## src/rtl/alu_input_pkg.sv

```systemverilog
// Shared types and defaults for the ALU operand-entry sequencer.
package alu_input_pkg;

  typedef enum logic [1:0] {
    S_A    = 2'b00,
    S_B    = 2'b01,
    S_OP   = 2'b10,
    S_DONE = 2'b11
  } state_t;

  localparam int unsigned DEB_CYCLES_DEFAULT = 16;

endpackage

```

## src/rtl/alu_input_seq_btn_cond.sv

```systemverilog
// Button conditioner: 2-flop synchronizer, optional debouncer, rising-edge pulse.
// Debouncer is built only when ALU_INPUT_SEQ_DEBOUNCE_EN is defined.
module btn_cond
  import alu_input_pkg::*;
#(
  parameter int unsigned DEB_CYCLES = DEB_CYCLES_DEFAULT
) (
  input  logic clk,
  input  logic rst_n,
  input  logic btn,
  output logic pulse
);

  if (DEB_CYCLES < 2) begin : g_bad_deb
    $error("btn_cond: DEB_CYCLES must be at least 2");
  end

  logic       sync1;
  logic       sync2;
  logic [1:0] fill;
  logic       armed;
  logic       prev;
  logic       level;

  // Pulses are only armed once a genuine low has passed through the synchronizer,
  // so a button held across reset release stays silent until re-pressed.
  always_ff @(posedge clk or negedge rst_n) begin
    if (!rst_n) begin
      sync1 <= 1'b0;
      sync2 <= 1'b0;
      fill  <= '0;
      armed <= 1'b0;
      prev  <= 1'b0;
    end else begin
      sync1 <= btn;
      sync2 <= sync1;
      fill  <= {fill[0], 1'b1};
      if (fill[1] && !sync2) armed <= 1'b1;
      prev  <= level;
    end
  end

`ifdef ALU_INPUT_SEQ_DEBOUNCE_EN
  localparam int unsigned CW = $clog2(DEB_CYCLES + 1);

  logic [CW-1:0] cnt;
  logic          deb;

  always_ff @(posedge clk or negedge rst_n) begin
    if (!rst_n) begin
      cnt <= '0;
      deb <= 1'b0;
    end else if (sync2 == deb) begin
      cnt <= '0;
    end else if (cnt == CW'(DEB_CYCLES - 1)) begin
      deb <= sync2;
      cnt <= '0;
    end else begin
      cnt <= cnt + CW'(1);
    end
  end

  assign level = deb;
`else
  assign level = sync2;
`endif

  assign pulse = armed & level & ~prev;

endmodule

```

## src/rtl/alu_input_seq.sv

```systemverilog
// Operand/operation entry sequencer feeding an ALU from switches and two buttons.
// Optional debouncing via ALU_INPUT_SEQ_DEBOUNCE_EN.
module alu_input_seq
  import alu_input_pkg::*;
#(
  parameter int unsigned N          = 4,
  parameter int unsigned DEB_CYCLES = DEB_CYCLES_DEFAULT
) (
  input  logic         clk,
  input  logic         rst_n,
  input  logic [N-1:0] data_sw,
  input  logic [3:0]   op_sw,
  input  logic         btn_next,
  input  logic         btn_clear,
  output logic [N-1:0] A_num,
  output logic [N-1:0] B_num,
  output logic [3:0]   operation,
  output logic         valid,
  output logic [1:0]   state_code
);

  if (N < 1 || N > 8) begin : g_bad_n
    $error("alu_input_seq: N must be in 1..8");
  end

  state_t state;
  logic   next_p;
  logic   clear_p;

  btn_cond #(.DEB_CYCLES(DEB_CYCLES)) u_next (
    .clk   (clk),
    .rst_n (rst_n),
    .btn   (btn_next),
    .pulse (next_p)
  );

  btn_cond #(.DEB_CYCLES(DEB_CYCLES)) u_clear (
    .clk   (clk),
    .rst_n (rst_n),
    .btn   (btn_clear),
    .pulse (clear_p)
  );

  // Clear takes priority over a simultaneous advance.
  always_ff @(posedge clk or negedge rst_n) begin
    if (!rst_n) begin
      state     <= S_A;
      A_num     <= '0;
      B_num     <= '0;
      operation <= '0;
      valid     <= 1'b0;
    end else if (clear_p) begin
      state     <= S_A;
      A_num     <= '0;
      B_num     <= '0;
      operation <= '0;
      valid     <= 1'b0;
    end else if (next_p) begin
      case (state)
        S_A: begin
          A_num <= data_sw;
          state <= S_B;
        end
        S_B: begin
          B_num <= data_sw;
          state <= S_OP;
        end
        S_OP: begin
          operation <= op_sw;
          valid     <= 1'b1;
          state     <= S_DONE;
        end
        S_DONE: begin
          valid <= 1'b0;
          state <= S_A;
        end
        default: state <= S_A;
      endcase
    end
  end

  assign state_code = state;

endmodule

```

## config.mk

```make
export PLATFORM = sky130hd
export DESIGN_NAME = alu_input_seq
export DESIGN_NICKNAME = d
export VERILOG_FILES = /design/src/rtl/alu_input_pkg.sv /design/src/rtl/alu_input_seq_btn_cond.sv /design/src/rtl/alu_input_seq.sv
export SDC_FILE = /design/constraint.sdc
export NUM_CORES = 1
export LEC_CHECK = 0
export CAP_MARGIN = 25
export CORE_ASPECT_RATIO = 1.2
export CORE_MARGIN = 1.5
export CORE_UTILIZATION = 40
export DETAILED_ROUTE_END_ITERATION = 10
export PLACE_DENSITY = 0.66
export SLEW_MARGIN = 20
export SYNTH_ARGS = -nofsm -noshare
export SYNTH_HDL_FRONTEND = slang
export SYNTH_SLANG_ARGS = --single-unit
```

## constraint.sdc

```tcl
create_clock -name clk -period 1.5 [get_ports clk]
set_input_delay 0.3 -clock clk [delete_from_list [all_inputs] [get_ports clk]]
set_output_delay 0.3 -clock clk [all_outputs]
set_load 0.01 [all_outputs]
```

# Word-level counts from Yosys, hierarchy flattened
# Cells that the tools add are included.
# word_totals
reg_bits	27
inputBits	12
out_inout_bits	15
wordCells	53
# classes
eq_ne	3
muxes	15
n_bitwise	6
reduce_logical	14
# ops
cell	n
4-bit 2-to-1 mux	9
2-bit one-hot mux with 4 select lines	1
2-bit AND reduction	4
2-bit nonzero test	4
1-bit bitwise AND	4
2-bit == test (second input constant)	2
2-bit 2-to-1 mux	2
3-bit nonzero test	1
2-bit by 1-bit == test with 1-bit output (second input constant)	1
1-bit logical AND	2
1-bit zero test	2
2-bit zero test	1
1-bit 2-to-1 mux	2
1-bit NOT	2
1-bit one-hot mux with 2 select lines	1

# Logic depth before layout (Yosys ltp)
# Gate-level depths: netlist of run 1.
# depth
ltp_word	4
depth_mapped	5

# By module
# A second synthesis of run 1 with hierarchy kept.
# unflattened
cells_unflattened	89
area_unflattened_um2	1124.8
# modules_own_cells
module	n_inst	cells_per_inst	area_per_inst_um2	seq_area_each_um2
alu_input_seq	1	67	779.5	375.4
btn_cond	2	11	172.7	150.1

# Worst setup path before layout of run 1
# No wires, ideal clock.
# synth_timing
path_type	reg-to-reg
start	register state[1], in the netlist state_code[1]
end	register B_num[0]
arrival_ns	1.143
required_ns	1.379
setup_slack_ns	0.236
path_stages_with_launch	6
synth_period_minus_slack_ns	1.264
path_cell_list	dfrtp_1 inv_1 ha_1 nand4b_1 mux2i_1 nor2_1
# synth_via
elab_chain_cells	3
# synth_lines
item	line	source
start, declared	alu_input_seq.sv:26	state_t state;
start signal, assigned	alu_input_seq.sv:47	state <= S_A;
start signal, assigned	alu_input_seq.sv:53	state <= S_A;
start signal, assigned	alu_input_seq.sv:62	state <= S_B;
2-bit by 1-bit == test with 1-bit output	alu_input_seq.sv:59	case (state)
2-bit nonzero test (no line)	n/a	
2-bit AND reduction (no line)	n/a	
end signal, assigned	alu_input_seq.sv:65	B_num <= data_sw;
end, declared	alu_input_seq.sv:16	output logic [N-1:0] B_num,
# No other way between the ends.
# A chain may end at the register's enable or synchronous reset.

# Final worst setup path of run 1
# layout_timing
start	register state[1], in the netlist state_code[1]
end	register B_num[1]
# Same word-level chain as after synthesis.

==> results.md, run 1 <==
- CTS Root Cell: clkbuf_4
- Hold-fix buffers, CTS: 0
- Die Wd: between 40 and 50 µm
- I/O Pins: 27
- Top post-synthesis cells by area: dfrtp_1 (62%), ha_1 (6.2%), mux2i_1 (5.0%)
- Critical path required time: roughly 1.7 ns
- Remaining DRCs: 0
- Fmax achieved: a little over 0.7 GHz
- Starting Density: about 43%
- Warnings from Yosys: 0
- Final setup viols: 0
- Worst-skew pair later-pin latency: roughly 0.32 ns
- P_int: 1.03 mW
- Antenna violations before repair: 0
- # fillers: 236
- Hold WC Path Type: input pin to async pin
- Sequential Power Share: a little over half
- CTS Buf Count: 3
- Top FF cell, synth: dfrtp_1
- Clock tree from TritonCTS: yes
- Tot Pwr: roughly 1.5 mW
- Clock transition at the registers of the reported paths: about 0.13 ns
- Reg2reg path depth: 7
- Synth area leader: dfrtp_1
- GP Congestion: approximately 0.73
- Clock power frac: between 20% and 30%
- GR Overflow Total: 0
- Detail Route Antenna Nets: 0
- Drt first pass iters: 1
- Logic pwr share: a little over a quarter
- Die height: about 58 µm
- Run status: finished, final reports clean
- Setup slack after layout: 0.108 ns
- Final net count: 140
- Area growth from synthesis to layout: 36.0%
- Switching power: about 0.42 mW
- Peak supply drop: approximately 0.67 mV
- Seq/Total Area, Yosys: between 60% and 70%
- Antenna diode count: 0
- Unrepaired setup endpoints after global routing: false
- Endpoints failing hold: 0
- Post-route cell area: 1370 µm²
- Post-synthesis net count: 102
- Worst Path Class, Setup: flop to flop
- Pre-CTS setup slack: around 0.15 ns
- Clock Sinks: 25
- CORE AREA: roughly 2300 µm²
- R2r startpoint: state_code[1]$_DFFE_PN0P_
- Startpoint Class: flop
- First-pass GRT wire length: 3360 µm
- R2R setup slack: 0.11 ns
- H-tree depth: 1
- Synth cell types: 16
- DP HPWL: approximately 1400 µm
- Synthesized area per cell: between 10 and 15 µm²
- Post-synth EDFFs: 0
- Via density: 4.86
- Largest net degree at the start of global routing: 26
- CP Capture Type: flop
- P per Cell Area: 1070 nW/µm²
- Sw frac: ~29%
- Largest fanout on the critical path: 4
- Tot GR Track Use: between 15 and 20%
- Port Buf Inserts: 26
- Placed cell area: 1330 µm²
- Crit path DAT: roughly 1.6 ns
- Final wirelength: 1900 µm
- Max-Cap Viols: 0
- Lkg Pwr: between 0.7 and 0.8 nW
- Top cell type's share of synthesized area: 62.3%
- Top-count cell post-synth: dfrtp_1
- Reg-to-reg critical path endpoint: B_num[1]$_DFFE_PN0P_
- Initial DRC count: 0
- Syn Std Cell Area: roughly 1000 µm²
- Final setup TNS: 0 ns
- Avg WL per Cell: 12.4 µm
- Worst Skew: about 0.0027 ns
- Max-slew violation count: 0
- #FFs+latches synth: 25
- Period utilization: 92.8%
- Vias in the first global route: 756
- Vias: ~740
- Leading post-synthesis cells by instance count: dfrtp_1 (25), a21oi_1 (9), nand2_1 (9)
- Rows: 19
- Full die area: between 2000 and 3000 µm²
- Share of cells above drive strength 1: between 10% and 20%
- Max Buffers Root-to-Sink: 2
- Crit path time final: between 1 and 1.5 ns
- Ys async rst share: 100%
- Post-Synthesis Cells: 85
## flip-flops by register name, summed over array words and instances (netlist names), 2 cells and up
name,cells
A_num,4
B_num,4
operation,4
state_code,2
## kinds of logic (layout without fill, tap and decap cells)
group | count (synthesis) | count (layout) | share of synthesized area, %
flops | 25 | 25 | 62.3
compound gates | 13 | 13 | 8.47
buf+inv | 7 | 44 | 3.86
simple gates | 29 | 29 | 13.8
fa+ha+maj | 5 | 5 | 6.23
other cells | 1 | 1 | 0.373
mux | 5 | 5 | 4.98
## layout by cell type (no fill, tap or decap)
cell / netlist / final
clkdlybuf4s50_1: 0 / 11
nand3_1: 8 / 8
and3b_1: 1 / 1
nand2_1: 9 / 9
nand4b_1: 3 / 3
a21o_1: 2 / 2
a211oi_2: 2 / 2
buf_4: 1 / 10
ha_2: 0 / 1
clkbuf_4: 0 / 3
nor2_1: 8 / 8
conb_1: 1 / 1
dlygate4sd2_1: 0 / 15
a21oi_1: 9 / 9
dfrtp_1: 25 / 25
mux2i_1: 5 / 5
clkinv_2: 0 / 1
ha_1: 5 / 4
inv_1: 4 / 4
## final cells by class
class	instances	area, µm²	share of cell area [%]
inverter	4	15.0	1.10
clock buffer	3	22.5	1.65
sequential	25	626	45.8
tap	31	38.8	2.84
multi-input combinational	53	343	25.1
clock inverter	1	5.00	0.366
timing repair buffer	36	317	23.2
## critical path: stages (launching register included)
cell,delay [ns]
dfrtp_1,0.40
buf_4,0.15
inv_1,0.10
ha_1,0.16
nand4b_1,0.10
buf_4,0.17
mux2i_1,0.16
nor2_1,0.05
## worst max-delay path by stage
stage | start | end | cells after the start
after floorplan | state_code[1]$_DFFE_PN0P_ | B_num[0]$_DFFE_PN0P_ | 5
after global placement | state_code[0]$_DFFE_PN0P_ | operation[2]$_DFFE_PN0P_ | 5
after detailed placement | state_code[0]$_DFFE_PN0P_ | operation[0]$_DFFE_PN0P_ | 5
after CTS | state_code[1]$_DFFE_PN0P_ | B_num[1]$_DFFE_PN0P_ | 6
after global routing | state_code[1]$_DFFE_PN0P_ | B_num[1]$_DFFE_PN0P_ | 7
final | state_code[1]$_DFFE_PN0P_ | B_num[1]$_DFFE_PN0P_ | 7
## power groups by stage
stage                     clock (mW)  sequential [mW]  combinational [mW]
after floorplan                    0            0.823               0.149
after global placement             0            0.797               0.385
after detailed placement           0            0.802               0.394
after CTS                      0.312            0.775               0.388
after global routing           0.323            0.782               0.425
final                          0.297            0.774               0.385
## routing by layer
| layer | vias up | GRT usage [%] | part of all wire (%) |
|---|---|---|---|
| li1 | 360 | - | - |
| met1 | 357 | 18.1 | 42 |
| met2 | 21 | 27.6 | 51 |
| met3 | 5 | 2.58 | 5.0 |
| met4 | 0 | 8.57 | 2.2 |
| met5 | - | 0 | 0 |
## stage by stage
stage	hold WS, ns	utilization (%)	instances
after floorplan	0.00441	-	85
after global placement	0.338	57.2	146
after detailed placement	0.343	57.2	146
after CTS	0.332	58.2	152
after global routing	0.370	58.6	153
final	0.324	58.6	153
## timing repair
item / 4_1_cts / 5_1_grt
buffers inserted: 2 / 1
resized for setup: 15 / 1
setup endpoints to repair: 15 / 8
pin swaps: 0 / 1
No activity file was read; power rests on OpenSTA's default activity.
==> run 2, diff against run 1 <==
Settings changed: REMOVE_ABC_BUFFERS from default to 1, SETUP_SLACK_MARGIN from default to 0.3.
==> run 2 against run 1 <==
Net effect:
- non-clock buffer count increased by 13
- combinational power is 39% higher
- fmax grew 7.2%
- flip-flop and latch count unchanged
- core utilization rose by 6.1 points
- critical endpoint is now B_num[3]$_DFFE_PN0P_
==> results.md, run 2 (synthesized netlist as in run 1, its figures left out) <==
- Run status: finished, final reports clean (unchanged)
- Full die area: 2820 µm² (unchanged)
- Endpoints failing hold: 0 (unchanged)
- Rows: 19 (unchanged)
- Unrepaired setup endpoints after global routing: true (was false)
- P per Cell Area: 1080 nW/µm² (was 1070 nW/µm²)
- Remaining DRCs: 0 (unchanged)
- Worst path cell trace: buf_6, inv_6, ha_4, nand4b_1, buf_6, mux2i_1, nor2_1 (was buf_4, inv_1, ha_1, nand4b_1, buf_4, mux2i_1, nor2_1)
- Final setup viols: 0 (unchanged)
- WP buf/inv: 3 (unchanged)
- Max Buffers Root-to-Sink: 2 (unchanged)
- Avg WL per Cell: 13.8 µm (was 12.4 µm)
- Share of cells above drive strength 1: 39.3% (was 13.9%)
- Die height: 57.9 µm (unchanged)
- I/O Pins: 27 (unchanged)
- GR Overflow Total: 0 (unchanged)
- Max-Cap Viols: 0 (unchanged)
- Starting Density: 43.1% (unchanged)
- Area taken by multi-input logic gates: 404 µm² (was 343 µm²)
- Vias in the first global route: 825 (was 756)
- Critical path required time: 1.75 ns (was 1.72 ns)
- Clock Sinks: 25 (unchanged)
- Antenna diode count: 0 (unchanged)
- Max-slew violation count: 0 (unchanged)
- Worst-skew pair later-pin latency: 0.34 ns (was 0.32 ns)
- Via density: 4.83 (was 4.86)
- Largest net degree at the start of global routing: 26 (unchanged)
- Setup slack after layout: 0.201 ns (was 0.108 ns)
- Commonest non-fill, non-tap cells in the layout: dfrtp_1 (24), buf_4 (16), buf_2 (14) (was dfrtp_1 (25), dlygate4sd2_1 (15), clkdlybuf4s50_1 (11))
- Reg2reg path depth: 7 (unchanged)
- Final core occ: 64.8% (was 58.6%)
- Startpoint Class: flop (unchanged)
- Worst Path Class, Setup: flop to flop (unchanged)
- CP max-delay cell: dfrtp_1 (unchanged)
- CORE AREA: 2330 µm² (unchanged)
- Worst Skew: 0.00605 ns (was 0.00272 ns)
- Crit path DAT: 1.54 ns (was 1.62 ns)
- Pre-CTS setup slack: 0.146 ns (was 0.145 ns)
- R2R setup slack: 0.20 ns (was 0.11 ns)
- Drt first pass iters: 3 (was 1)
- Crit path time final: 1.30 ns (was 1.39 ns)
- GP Congestion: 0.753 (was 0.727)
- Antenna violations before repair: 0 (unchanged)
- Reg-to-reg critical path endpoint: B_num[3]$_DFFE_PN0P_ (was B_num[1]$_DFFE_PN0P_)
- Minimum hold slack: 0.309 ns (was 0.324 ns)
- Post-Layout Cell Count: 166 (was 153)
- Tot GR Track Use: 17.6% (was 15.6%)
- Detail Route Antenna Nets: 0 (unchanged)
- R2r startpoint: state_code[1]$_DFFE_PN0P_ (unchanged)
- H-tree depth: 1 (unchanged)
- Final wirelength: 2280 µm (was 1900 µm)
- Peak supply drop: 0.699 mV (was 0.671 mV)
- CTS Buf Count: 3 (unchanged)
- Hold WC Path Type: input pin to async pin (unchanged)
- Crit path max-delay family: flip-flops (was buffers and inverters)
- CP Capture Type: flop (unchanged)
- FF/Latch Area: 627 µm² (was 626 µm²)
- Clock tree from TritonCTS: yes (unchanged)
- Final net count: 153 (was 140)
- CTS Root Cell: clkbuf_4 (unchanged)
- Area growth from synthesis to layout: 50.2% (was 36.0%)
- Hold-fix buffers, CTS: 0 (unchanged)
- CP peak stage delay: 0.41 ns (was 0.40 ns)
- Placed insts: 146 (unchanged)
- Initial DRC count: 8 (was 0)
- Commonest non-fill, non-tap cell in the layout: dfrtp_1 (unchanged)
- Final setup TNS: 0 ns (unchanged)
- Period utilization: 86.6% (was 92.8%)
- Biggest regs: A_num (4), B_num (4), operation (4) (unchanged)
- # fillers: 202 (was 236)
- DP HPWL: 1440 µm (was 1400 µm)
- Most frequent CP cell: buf_6 (was buf_4)
- Lkg Pwr: 0.739 nW (was 0.703 nW)
- Clock transition at the registers of the reported paths: 0.15 ns (was 0.13 ns)
- Die Wd: 48.8 µm (unchanged)
- Vias: 801 (was 743)
- Port Buf Inserts: 26 (unchanged)
- First-pass GRT wire length: 3840 µm (was 3360 µm)
- Fmax achieved: 0.770 GHz (was 0.718 GHz)
- Largest fanout on the critical path: 4 (unchanged)
-- run 2: cell types whose count changed in the layout (fill, tap and decap cells not counted), moves of 4 or more --
cell           previous run  this run
buf_4                    10        16
ha_1                      4         0
dlygate4sd2_1            15         0
buf_6                     0         7
ha_4                      0         5
buf_2                     0        14
-- run 2: worst reg2reg max path, cell delays in order (launching register included) --
cell	delay, ns
dfrtp_1	0.41
buf_6	0.14
inv_6	0.06
ha_4	0.11
nand4b_1	0.13
buf_6	0.16
mux2i_1	0.14
nor2_1	0.06
-- run 2: per-stage QoR --
step | total power, mW | area, µm²
after floorplan | 0.966 | 981
after global placement | 1.18 | 1330
after detailed placement | 1.19 | 1330
after CTS | 1.60 | 1460
after global routing | 1.72 | 1510
final | 1.64 | 1510
-- run 2: area by class of cell --
| type | instances | share of cell area, % |
|---|---|---|
| inverter | 4 | 1.66 |
| clock buffer | 3 | 1.49 |
| sequential | 25 | 41.5 |
| tap | 31 | 2.57 |
| clock inverter | 1 | 0.498 |
| multi-input combinational | 53 | 26.8 |
| timing repair buffer | 49 | 25.5 |
-- run 2: how the worst max path moves through the flow --
stage | depth (start not counted) | startpoint | slack [ns] | end
2_1_floorplan | 5 | state_code[1]$_DFFE_PN0P_ | 0.20 | B_num[0]$_DFFE_PN0P_
3_3_place_gp | 5 | state_code[1]$_DFFE_PN0P_ | 0.20 | B_num[3]$_DFFE_PN0P_
3_5_place_dp | 5 | state_code[1]$_DFFE_PN0P_ | 0.15 | B_num[3]$_DFFE_PN0P_
4_1_cts | 1 | state_code[0]$_DFFE_PN0P_ | 0.22 | state_code[0]
5_1_grt | 7 | state_code[1]$_DFFE_PN0P_ | 0.15 | B_num[1]$_DFFE_PN0P_
6_report | 7 | state_code[1]$_DFFE_PN0P_ | 0.20 | B_num[3]$_DFFE_PN0P_
-- run 2: report_power, final --
group	leakage [nW]	internal, mW	total (mW)	switching (mW)
logic	0.413	0.277	0.537	0.260
clock network	0.0139	0.102	0.323	0.220
registers	0.312	0.741	0.776	0.0348
total	0.739	1.12	1.64	0.515
-- run 2: what timing repair did --
item | in CTS | in global routing
buffers inserted | 11 | 5
pin swaps | 14 | 9
gates resized for setup | 78 | 5
hold endpoints to repair | 0 | 0
setup endpoints to repair | 30 | 28
-- run 2: layer usage --
metal	track usage, %	routed length (µm)	up-vias
met1	20.4	929	386
met5	0	0	-
met3	3.61	115	5
met4	8.57	51	0
li1	-	-	387
met2	31.3	1190	23
